===== src/rtl/pkmc_wb_mem_bist_pkg.sv =====
// -----------------------------------------------------------------------------
// pkmc_wb_mem_bist_pkg
// Shared definitions for the PKMC Wishbone memory BIST:
//   - pattern mode encodings (mode 3 is reserved and behaves like mode 0)
//   - checkerboard constants for even / odd columns
//   - sweep FSM state encoding
//   - watchdog width and limit used when PKMC_BIST_TIMEOUT_EN is defined
// -----------------------------------------------------------------------------
package pkmc_wb_mem_bist_pkg;

  typedef enum logic [1:0] {
    MODE_ADDR = 2'd0,
    MODE_INV  = 2'd1,
    MODE_CHK  = 2'd2,
    MODE_RSVD = 2'd3
  } bist_mode_e;

  typedef enum logic [1:0] {
    ST_IDLE  = 2'd0,
    ST_WRITE = 2'd1,
    ST_READ  = 2'd2,
    ST_DONE  = 2'd3
  } bist_state_e;

  localparam logic [31:0] CHK_EVEN = 32'h5555_5555;
  localparam logic [31:0] CHK_ODD  = 32'hAAAA_AAAA;

  localparam int          WDOG_W     = 12;
  localparam logic [11:0] WDOG_LIMIT = 12'd4095;

endpackage


===== src/rtl/pkmc_wb_mem_bist_addrgen.sv =====
// -----------------------------------------------------------------------------
// pkmc_wb_mem_bist_addrgen
// Bank/row/column sweep counters for the memory BIST.
//   clk_i, rst_i      : clock, synchronous active-high reset
//   clr_i             : restart the sweep at bank 0, row 0, col 0
//   adv_i             : step to the next word of the current phase
//   rd_phase_i        : 1 while reading back; the bank only moves on after read
//   mode_i            : data pattern selector (bist_mode_e encoding)
//   adr_o             : Wishbone byte address {pad, bank, row, col, 2'b00}
//   exp_o             : pattern word for the current address
//   last_in_phase_o   : current word is the last column of the last tested row
//   last_bank_o       : current bank is the highest bank
// -----------------------------------------------------------------------------
module pkmc_wb_mem_bist_addrgen
  import pkmc_wb_mem_bist_pkg::*;
#(
  parameter int BANK_BITS   = 2,
  parameter int ROW_BITS    = 13,
  parameter int COL_BITS    = 9,
  parameter int ROWS_TESTED = 4
) (
  input  logic        clk_i,
  input  logic        rst_i,
  input  logic        clr_i,
  input  logic        adv_i,
  input  logic        rd_phase_i,
  input  logic [1:0]  mode_i,
  output logic [31:0] adr_o,
  output logic [31:0] exp_o,
  output logic        last_in_phase_o,
  output logic        last_bank_o
);

  localparam int AW = BANK_BITS + ROW_BITS + COL_BITS;

  localparam logic [ROW_BITS-1:0]  LAST_ROW = ROW_BITS'(ROWS_TESTED - 1);
  localparam logic [COL_BITS-1:0]  COL_MAX  = {COL_BITS{1'b1}};
  localparam logic [BANK_BITS-1:0] BANK_MAX = {BANK_BITS{1'b1}};
  localparam logic [BANK_BITS-1:0] BANK_ONE = BANK_BITS'(1);
  localparam logic [ROW_BITS-1:0]  ROW_ONE  = ROW_BITS'(1);
  localparam logic [COL_BITS-1:0]  COL_ONE  = COL_BITS'(1);

  logic [BANK_BITS-1:0] bank_q, bank_d;
  logic [ROW_BITS-1:0]  row_q,  row_d;
  logic [COL_BITS-1:0]  col_q,  col_d;
  logic [31:0]          word_s;

  // Next sweep position: column first, then row; bank moves only after read-back.
  always_comb begin
    bank_d = bank_q;
    row_d  = row_q;
    col_d  = col_q;
    if (clr_i) begin
      bank_d = {BANK_BITS{1'b0}};
      row_d  = {ROW_BITS{1'b0}};
      col_d  = {COL_BITS{1'b0}};
    end else if (adv_i) begin
      if (col_q == COL_MAX) begin
        col_d = {COL_BITS{1'b0}};
        if (row_q == LAST_ROW) begin
          row_d = {ROW_BITS{1'b0}};
          if (rd_phase_i) begin
            bank_d = bank_q + BANK_ONE;
          end else begin
            bank_d = bank_q;
          end
        end else begin
          row_d = row_q + ROW_ONE;
        end
      end else begin
        col_d = col_q + COL_ONE;
      end
    end else begin
      bank_d = bank_q;
      row_d  = row_q;
      col_d  = col_q;
    end
  end

  // Sweep position registers.
  always_ff @(posedge clk_i) begin
    if (rst_i) begin
      bank_q <= {BANK_BITS{1'b0}};
      row_q  <= {ROW_BITS{1'b0}};
      col_q  <= {COL_BITS{1'b0}};
    end else begin
      bank_q <= bank_d;
      row_q  <= row_d;
      col_q  <= col_d;
    end
  end

  // Word address; the geometry check in the top guarantees at least 2 pad bits.
  assign word_s = {{(32-AW){1'b0}}, bank_q, row_q, col_q};
  assign adr_o  = {word_s[29:0], 2'b00};

  // Pattern word for the current address; reserved mode falls back to address.
  always_comb begin
    exp_o = word_s;
    case (bist_mode_e'(mode_i))
      MODE_ADDR: exp_o = word_s;
      MODE_INV:  exp_o = ~word_s;
      MODE_CHK:  exp_o = col_q[0] ? CHK_ODD : CHK_EVEN;
      default:   exp_o = word_s;
    endcase
  end

  assign last_in_phase_o = (row_q == LAST_ROW) && (col_q == COL_MAX);
  assign last_bank_o     = (bank_q == BANK_MAX);

endmodule


===== src/rtl/pkmc_wb_mem_bist.sv =====
// -----------------------------------------------------------------------------
// pkmc_wb_mem_bist
// Wishbone master that writes a pattern over ROWS_TESTED rows x all columns of
// each bank, reads it back and compares. Captures the first failure, counts
// mismatches (saturating) and reports pass/fail when done.
// Ports:
//   wb_clk_i, wb_rst_i         : clock, synchronous active-high reset
//   start_i, mode_i            : sweep start pulse and pattern mode
//   busy_o, done_o, pass_o     : sweep status
//   err_cnt_o                  : mismatch count
//   fail_adr/dat/exp_o         : first failure address, read data, expected data
//   wbm_*                      : classic Wishbone master interface
// Optional build macro PKMC_BIST_TIMEOUT_EN: a watchdog turns a strobe left
// without ack/err/rty for 4095 cycles into a bus error.
// -----------------------------------------------------------------------------
module pkmc_wb_mem_bist
  import pkmc_wb_mem_bist_pkg::*;
#(
  parameter int BANK_BITS   = 2,
  parameter int ROW_BITS    = 13,
  parameter int COL_BITS    = 9,
  parameter int ROWS_TESTED = 4,
  parameter int STOP_ON_ERR = 1,
  parameter int ERRCNT_W    = 16
) (
  input  logic                wb_clk_i,
  input  logic                wb_rst_i,
  input  logic                start_i,
  input  logic [1:0]          mode_i,
  output logic                busy_o,
  output logic                done_o,
  output logic                pass_o,
  output logic [ERRCNT_W-1:0] err_cnt_o,
  output logic [31:0]         fail_adr_o,
  output logic [31:0]         fail_dat_o,
  output logic [31:0]         fail_exp_o,
  output logic [31:0]         wbm_adr_o,
  output logic [31:0]         wbm_dat_o,
  output logic [3:0]          wbm_sel_o,
  output logic                wbm_we_o,
  output logic                wbm_cyc_o,
  output logic                wbm_stb_o,
  input  logic [31:0]         wbm_dat_i,
  input  logic                wbm_ack_i,
  input  logic                wbm_err_i,
  input  logic                wbm_rty_i
);

  if ((BANK_BITS + ROW_BITS + COL_BITS) > 30 || ROWS_TESTED < 1 ||
      ROWS_TESTED > (2 ** ROW_BITS)) begin : g_bad_geometry
    $error("pkmc_wb_mem_bist: unsupported address geometry");
  end

  localparam logic                STOP_EN = (STOP_ON_ERR != 0);
  localparam logic [ERRCNT_W-1:0] ERR_ONE = ERRCNT_W'(1);
  localparam logic [ERRCNT_W-1:0] ERR_MAX = {ERRCNT_W{1'b1}};

  bist_state_e         state_q;
  logic [1:0]          mode_q;
  logic                cyc_q, stb_q, we_q;
  logic                busy_q, done_q, pass_q, fail_seen_q;
  logic [ERRCNT_W-1:0] err_cnt_q;
  logic [31:0]         fail_adr_q, fail_dat_q, fail_exp_q;

  logic        req_s, ack_s, rty_s, buserr_s, to_s;
  logic        mismatch_s, stop_s, adv_s, start_s, rd_phase_s;
  logic        last_s, last_bank_s;
  logic [31:0] adr_s, exp_s;

  // Response decode with priority err > ack > rty; only a live strobe counts.
  assign req_s      = cyc_q & stb_q;
  assign buserr_s   = req_s & (wbm_err_i | to_s);
  assign ack_s      = req_s & ~wbm_err_i & wbm_ack_i;
  assign rty_s      = req_s & ~wbm_err_i & ~wbm_ack_i & wbm_rty_i;
  assign mismatch_s = ack_s & ~we_q & (wbm_dat_i != exp_s);
  assign stop_s     = mismatch_s & STOP_EN;
  // A stopping mismatch leaves the address on the failing word.
  assign adv_s      = ack_s & ~stop_s;
  assign start_s    = start_i & ~busy_q;
  assign rd_phase_s = ~we_q;

  pkmc_wb_mem_bist_addrgen #(
    .BANK_BITS  (BANK_BITS),
    .ROW_BITS   (ROW_BITS),
    .COL_BITS   (COL_BITS),
    .ROWS_TESTED(ROWS_TESTED)
  ) u_addrgen (
    .clk_i          (wb_clk_i),
    .rst_i          (wb_rst_i),
    .clr_i          (start_s),
    .adv_i          (adv_s),
    .rd_phase_i     (rd_phase_s),
    .mode_i         (mode_q),
    .adr_o          (adr_s),
    .exp_o          (exp_s),
    .last_in_phase_o(last_s),
    .last_bank_o    (last_bank_s)
  );

`ifdef PKMC_BIST_TIMEOUT_EN
  logic [WDOG_W-1:0] wdog_q;
  logic              stall_s;

  assign stall_s = req_s & ~wbm_ack_i & ~wbm_err_i & ~wbm_rty_i;
  // Fires on the 4095th consecutive stalled cycle.
  assign to_s    = stall_s & (wdog_q == (WDOG_LIMIT - 12'd1));

  // Watchdog: counts consecutive stalled strobe cycles.
  always_ff @(posedge wb_clk_i) begin
    if (wb_rst_i) begin
      wdog_q <= {WDOG_W{1'b0}};
    end else if (stall_s) begin
      wdog_q <= wdog_q + 12'd1;
    end else begin
      wdog_q <= {WDOG_W{1'b0}};
    end
  end
`else
  assign to_s = 1'b0;
`endif

  // Sweep FSM with registered bus controls, status and failure capture.
  always_ff @(posedge wb_clk_i) begin
    if (wb_rst_i) begin
      state_q     <= ST_IDLE;
      mode_q      <= 2'd0;
      cyc_q       <= 1'b0;
      stb_q       <= 1'b0;
      we_q        <= 1'b0;
      busy_q      <= 1'b0;
      done_q      <= 1'b0;
      pass_q      <= 1'b0;
      fail_seen_q <= 1'b0;
      err_cnt_q   <= {ERRCNT_W{1'b0}};
      fail_adr_q  <= 32'h0;
      fail_dat_q  <= 32'h0;
      fail_exp_q  <= 32'h0;
    end else begin
      case (state_q)
        ST_IDLE, ST_DONE: begin
          if (start_i) begin
            state_q     <= ST_WRITE;
            mode_q      <= mode_i;
            cyc_q       <= 1'b1;
            stb_q       <= 1'b1;
            we_q        <= 1'b1;
            busy_q      <= 1'b1;
            done_q      <= 1'b0;
            pass_q      <= 1'b0;
            fail_seen_q <= 1'b0;
            err_cnt_q   <= {ERRCNT_W{1'b0}};
            fail_adr_q  <= 32'h0;
            fail_dat_q  <= 32'h0;
            fail_exp_q  <= 32'h0;
          end
        end
        ST_WRITE, ST_READ: begin
          if (buserr_s) begin
            if (!fail_seen_q) begin
              fail_seen_q <= 1'b1;
              fail_adr_q  <= adr_s;
              fail_dat_q  <= wbm_dat_i;
              fail_exp_q  <= exp_s;
            end
            state_q <= ST_DONE;
            cyc_q   <= 1'b0;
            stb_q   <= 1'b0;
            we_q    <= 1'b0;
            busy_q  <= 1'b0;
            done_q  <= 1'b1;
            pass_q  <= 1'b0;
          end else if (ack_s) begin
            if (mismatch_s) begin
              if (!fail_seen_q) begin
                fail_seen_q <= 1'b1;
                fail_adr_q  <= adr_s;
                fail_dat_q  <= wbm_dat_i;
                fail_exp_q  <= exp_s;
              end
              if (err_cnt_q != ERR_MAX) begin
                err_cnt_q <= err_cnt_q + ERR_ONE;
              end
            end
            if (stop_s || (last_s && state_q == ST_READ && last_bank_s)) begin
              state_q <= ST_DONE;
              cyc_q   <= 1'b0;
              stb_q   <= 1'b0;
              we_q    <= 1'b0;
              busy_q  <= 1'b0;
              done_q  <= 1'b1;
              pass_q  <= ~(fail_seen_q | mismatch_s);
            end else if (last_s) begin
              // Write phase hands over to read-back of the same bank; read
              // phase moves on to writing the next bank.
              state_q <= (state_q == ST_WRITE) ? ST_READ : ST_WRITE;
              we_q    <= (state_q != ST_WRITE);
            end
          end else if (rty_s) begin
            stb_q <= 1'b0;
          end else if (!stb_q) begin
            // One-cycle gap after a retry is over: reissue the same access.
            stb_q <= 1'b1;
          end
        end
        default: begin
          state_q <= ST_IDLE;
          cyc_q   <= 1'b0;
          stb_q   <= 1'b0;
          we_q    <= 1'b0;
          busy_q  <= 1'b0;
        end
      endcase
    end
  end

  assign busy_o     = busy_q;
  assign done_o     = done_q;
  assign pass_o     = pass_q;
  assign err_cnt_o  = err_cnt_q;
  assign fail_adr_o = fail_adr_q;
  assign fail_dat_o = fail_dat_q;
  assign fail_exp_o = fail_exp_q;
  assign wbm_adr_o  = adr_s;
  assign wbm_dat_o  = we_q ? exp_s : 32'h0;
  assign wbm_sel_o  = {4{cyc_q}};
  assign wbm_we_o   = we_q;
  assign wbm_cyc_o  = cyc_q;
  assign wbm_stb_o  = stb_q;

endmodule


===== config.mk =====
export PLATFORM = sky130hd
export DESIGN_NAME = pkmc_wb_mem_bist
export DESIGN_NICKNAME = d
export VERILOG_FILES = /design/src/rtl/pkmc_wb_mem_bist_pkg.sv /design/src/rtl/pkmc_wb_mem_bist_addrgen.sv /design/src/rtl/pkmc_wb_mem_bist.sv
export SDC_FILE = /design/constraint.sdc
export NUM_CORES = 1
export LEC_CHECK = 0
export BUFFER_PORTS_ARGS = -buffer_cell sky130_fd_sc_hd__buf_2
export CAP_MARGIN = 40
export CORE_UTILIZATION = 26
export CTS_BUF_LIST = sky130_fd_sc_hd__clkbuf_4 sky130_fd_sc_hd__clkbuf_8
export DETAILED_ROUTE_END_ITERATION = 16
export GPL_ROUTABILITY_DRIVEN = 1
export PLACE_DENSITY = 0.5
export SYNTH_ARGS = -nofsm -noshare
export SYNTH_HDL_FRONTEND = slang
export SYNTH_SLANG_ARGS = --single-unit

===== constraint.sdc =====
create_clock -name wb_clk_i -period 6.74 [get_ports wb_clk_i]
set_input_delay 0.337 -clock wb_clk_i [delete_from_list [all_inputs] [get_ports wb_clk_i]]
set_output_delay 0.337 -clock wb_clk_i [all_outputs]
set_load 0.1 [all_outputs]

==> impl_metrics.yaml <==
run_status:
  outcome: "finished, final reports clean"
flow_run:
  max-cap-violations: 0
logic_synthesis:
  synth-warning-count: 0
  synth-edff-count: 0
  ys_seq_elements: 132
  syn_inst_count: 740
  synthArstFlopShare_pct: 0
  yosysUniqueCellTypes: 55
  syn-cell-area_um2: 6560
  area_contributors_post_synth: "sky130_fd_sc_hd__dfxtp_1 40%, sky130_fd_sc_hd__a22o_1 7.6%, sky130_fd_sc_hd__buf_4 4.0%, sky130_fd_sc_hd__o2bb2ai_1 4.0%, sky130_fd_sc_hd__o31ai_1 3.5%"
  synth.top_cell.area_share_pct: 40.3
  postSynthAreaPerCell_um2: 8.87
  synth_top_cell_by_area: "sky130_fd_sc_hd__dfxtp_1"
  yosysSeqAreaShare_pct: 40.3
  synth_ff_type: "sky130_fd_sc_hd__dfxtp_1"
power:
  combinationalPowerShare_pct: 44.7
  power_frac_seq_pct: 30.2
  p_leak_uw: 0.00355
  ir_drop_uv: 171
  sw_share_pct: 49.6
  power_per_cell_area_nw_per_um2: 355
  cell_internal_pwr_uw: 1460
  switching_power_uw: 1440
  pwr-share-clk_pct: 25.1
clock_network:
  cts_num_sinks: 132
  holdBufCountCts: 0
  tritoncts: "yes"
  cts_root_buffer: "sky130_fd_sc_hd__clkbuf_8"
  cts_max_level: 4
  post-cts-setup-buffer-count: 0
  cts.path.max_buffers: 2
  post_cts_resize_count: 0
  clkLatencyLatePin_ns: 0.45
  number_of_clock_buffers_inserted_by_tritoncts: 17
  path_clk_slew_ns: 0.08
min_path:
  timing.hold.worst.class: "in -> reg"
global_route:
  wire_length_of_the_first_global_routing_pass_mm: 34.3
  grt_max_degree: 45
  total_grt_usage_pct: 17.1
  antenna_found_initial: 0
  grt_pass1_vias: 5757
  grt-ovfl-total: 0
setup_path:
  crit_path_start_kind: "flip-flop"
  rr_endpoint: "fail_dat_o[31]"
  endpoint: "fail_dat_o[31]"
  setup.reg_to_reg.worst_slack_ns: 2.49
  critical_path.most_common_cell: "sky130_fd_sc_hd__buf_4"
  bufs_and_invs_on_worst_path: 5
  critical_path.startpoint: "mode_q[0]"
  worstPathMaxFanout: 44
  timing.critical_path.max_delay_family: "buffers and inverters"
  critical_path_cell_count: 13
  worst_ep_required_time_ns: 7.12
  timing.critical_path.to_type: "flip-flop"
  crit_path_cell_trace: "inv_1 -> ha_1 -> buf_16 -> buf_4 -> o31ai_1 -> xor2_1 -> nand4_1 -> nor3_1 -> nand2_1 -> a41oi_4 -> buf_4 -> buf_12 -> a22o_1"
  timing.critical_path.slowest_stage_cell: "sky130_fd_sc_hd__o31ai_1"
  timing_worst_setup_path_type: "reg -> reg"
  r2r_start: "mode_q[0]"
  arrival_ns: 4.64
  cp_slowest_stage_delay_ns: 0.55
  reg2reg_depth: 13
detailed_routing:
  num_vias: 6247
  finalWirelength_mm: 22.3
  vias_per_cell: 5.01
  route.detailed.drc: 0
  initial_drt_markers: 481
  wire_per_inst_um: 17.9
  ant_nets: 0
  firstDrtPassIters: 5
sta:
  setup_ws_ns: 2.49
  post-route-min-period_ns: 4.25
  worst_pin_slew_ns: 0.880
  unrepaired_setup_endpoints_after_global_routing: "no"
  finalHoldViolations: 0
  fin_skew_ns: 0.0139
  timing.final.setup_violations: 0
  fin_tns_setup_ns: 0
  slew_headroom_pct: 41.2
  fmax_mhz: 235
  timing_max_transition_violations_final: 0
  period_share_pct: 63.1
layout:
  multi_input_logic_area_um2: 3470
  nNetsFinal: 961
  layout-area-overhead-vs-synth_pct: 24.5
  final-seq-area_um2: 2640
  fill_cells: 2630
  drive_above_1_share_pct: 28.7
  antenna-diode-count: 0
floorplan:
  fp.dieArea_um2: 25900
  dieWidth_um: 161
  floorplan.rows: 57
  start_util_pct: 26.7
  core_area_um2: 24500
  io_pins: 226
  vertical_die_dimension_um: 161
place:
  finalWeightedCongestion: 0.803
  placement.setup.worst_slack_ns: 2.47
  dp.final_hpwl_mm: 16.3
  portBuffers: 209
-- through the flow --
step                hold WS [ns]  std cells  total power, µW  util, %  instance area, µm²
floorplan                  0.453        755             1940        -                6620
global placement           0.440       1214             2170     31.3                7690
detailed placement         0.441       1217             2190     31.6                7750
CTS                       0.0903       1248             2920     33.3                8170
global route              0.0996       1248             3030     33.3                8170
finish                     0.122       1248             2900     33.3                8170
-- sequential cells by signal (all words and copies together), names as in the netlist --
register          count
pass_o                1
done_o                1
fail_seen_q           1
u_addrgen.col_q       9
fail_adr_o           24
wbm_we_o              1
u_addrgen.row_q      13
mode_q                2
busy_o                1
err_cnt_o            16
fail_dat_o           32
state_q               2
wbm_stb_o             1
u_addrgen.bank_q      2
fail_exp_o           26
-- final cells by class --
type,count,share of cell area [%]
multi-input cells,522,42.4
flip-flops and latches,132,32.4
repair buffers,219,14.2
well taps,324,4.96
clock buffers,20,3.29
clock inverters,11,1.85
inverters,20,0.919
-- cells in the mapped netlist (3+ instances only) --
cell type,count
sky130_fd_sc_hd__buf_4,35
sky130_fd_sc_hd__o211ai_1,3
sky130_fd_sc_hd__or2_2,4
sky130_fd_sc_hd__or3_1,14
sky130_fd_sc_hd__nand2b_1,28
sky130_fd_sc_hd__xor2_1,24
sky130_fd_sc_hd__nor4_1,9
sky130_fd_sc_hd__nand4_1,24
sky130_fd_sc_hd__a31oi_1,10
sky130_fd_sc_hd__o21ai_0,20
sky130_fd_sc_hd__nand3_1,27
sky130_fd_sc_hd__and3_1,5
sky130_fd_sc_hd__o2bb2ai_1,30
sky130_fd_sc_hd__dfxtp_1,132
sky130_fd_sc_hd__o311ai_0,6
sky130_fd_sc_hd__ha_1,9
sky130_fd_sc_hd__o31ai_1,31
sky130_fd_sc_hd__nand2_1,33
sky130_fd_sc_hd__a21oi_1,31
sky130_fd_sc_hd__a22o_1,57
sky130_fd_sc_hd__or4_1,13
sky130_fd_sc_hd__buf_2,16
sky130_fd_sc_hd__a311o_1,3
sky130_fd_sc_hd__nor2b_1,24
sky130_fd_sc_hd__inv_1,18
sky130_fd_sc_hd__nor3_1,13
sky130_fd_sc_hd__xnor2_1,3
sky130_fd_sc_hd__nor2_1,50
sky130_fd_sc_hd__clkbuf_1,29
sky130_fd_sc_hd__mux2i_1,7
-- power by group through the flow --
stage          clock, µW  sequential, µW  combinational, µW
5_1_grt              781             883               1370
2_1_floorplan          0            1230                714
4_1_cts              746             876               1300
6_report             727             875               1300
3_3_place_gp           0             894               1270
3_5_place_dp           0             894               1300
-- logic make-up (layout without fill, tap and decap cells) --
family / after synthesis / count (layout) / share of synthesized area (%)
buffers and inverters: 101 / 270 / 8.09
XOR/XNOR: 27 / 27 / 3.60
AO/OA/AOI/OAI: 211 / 211 / 24.4
flip-flops: 132 / 132 / 40.3
adder cells (fa/ha/maj): 9 / 9 / 1.72
other: 1 / 16 / 0.0572
AND/OR/NAND/NOR: 252 / 252 / 20.8
multiplexers: 7 / 7 / 1.07
-- worst min path at each step --
| stage | from | to | slack, ns | cells after the start |
|---|---|---|---|---|
| 2_1_floorplan | mode_q[1] | mode_q[1] | 0.45 | 2 |
| 4_1_cts | wbm_dat_i[5] | fail_dat_o[5] | 0.09 | 2 |
| 3_3_place_gp | fail_exp_o[2] | fail_exp_o[2] | 0.44 | 1 |
| 5_1_grt | wbm_dat_i[9] | fail_dat_o[9] | 0.1 | 2 |
| 6_report | wbm_dat_i[5] | fail_dat_o[5] | 0.12 | 2 |
| 3_5_place_dp | fail_exp_o[11] | fail_exp_o[11] | 0.44 | 1 |
-- cells in the final DEF (no fill, tap or decap), types with 20 or more instances in the layout --
cell	Yosys	layout
sky130_fd_sc_hd__a22o_1	57	57
sky130_fd_sc_hd__nand2b_1	28	28
sky130_fd_sc_hd__buf_2	16	209
sky130_fd_sc_hd__a21oi_1	31	31
sky130_fd_sc_hd__nand3_1	27	27
sky130_fd_sc_hd__nor2_1	50	50
sky130_fd_sc_hd__o31ai_1	31	31
sky130_fd_sc_hd__nand4_1	24	24
sky130_fd_sc_hd__dfxtp_1	132	132
sky130_fd_sc_hd__o21ai_0	20	20
sky130_fd_sc_hd__nand2_1	33	33
sky130_fd_sc_hd__nor2b_1	24	24
sky130_fd_sc_hd__xor2_1	24	24
sky130_fd_sc_hd__o2bb2ai_1	30	30
-- routing by layer --
layer / wire (µm) / vias up / track usage [%] / part of all wire, %
met5: 0 / - / 0 / 0
met4: 191 / 0 / 4.59 / 0.85
met3: 1240 / 10 / 3.80 / 5.6
met2: 9900 / 204 / 26.1 / 44
met1: 11000 / 2999 / 24.0 / 49
li1: - / 3034 / - / -
No activity file was read; power rests on OpenSTA's default activity.
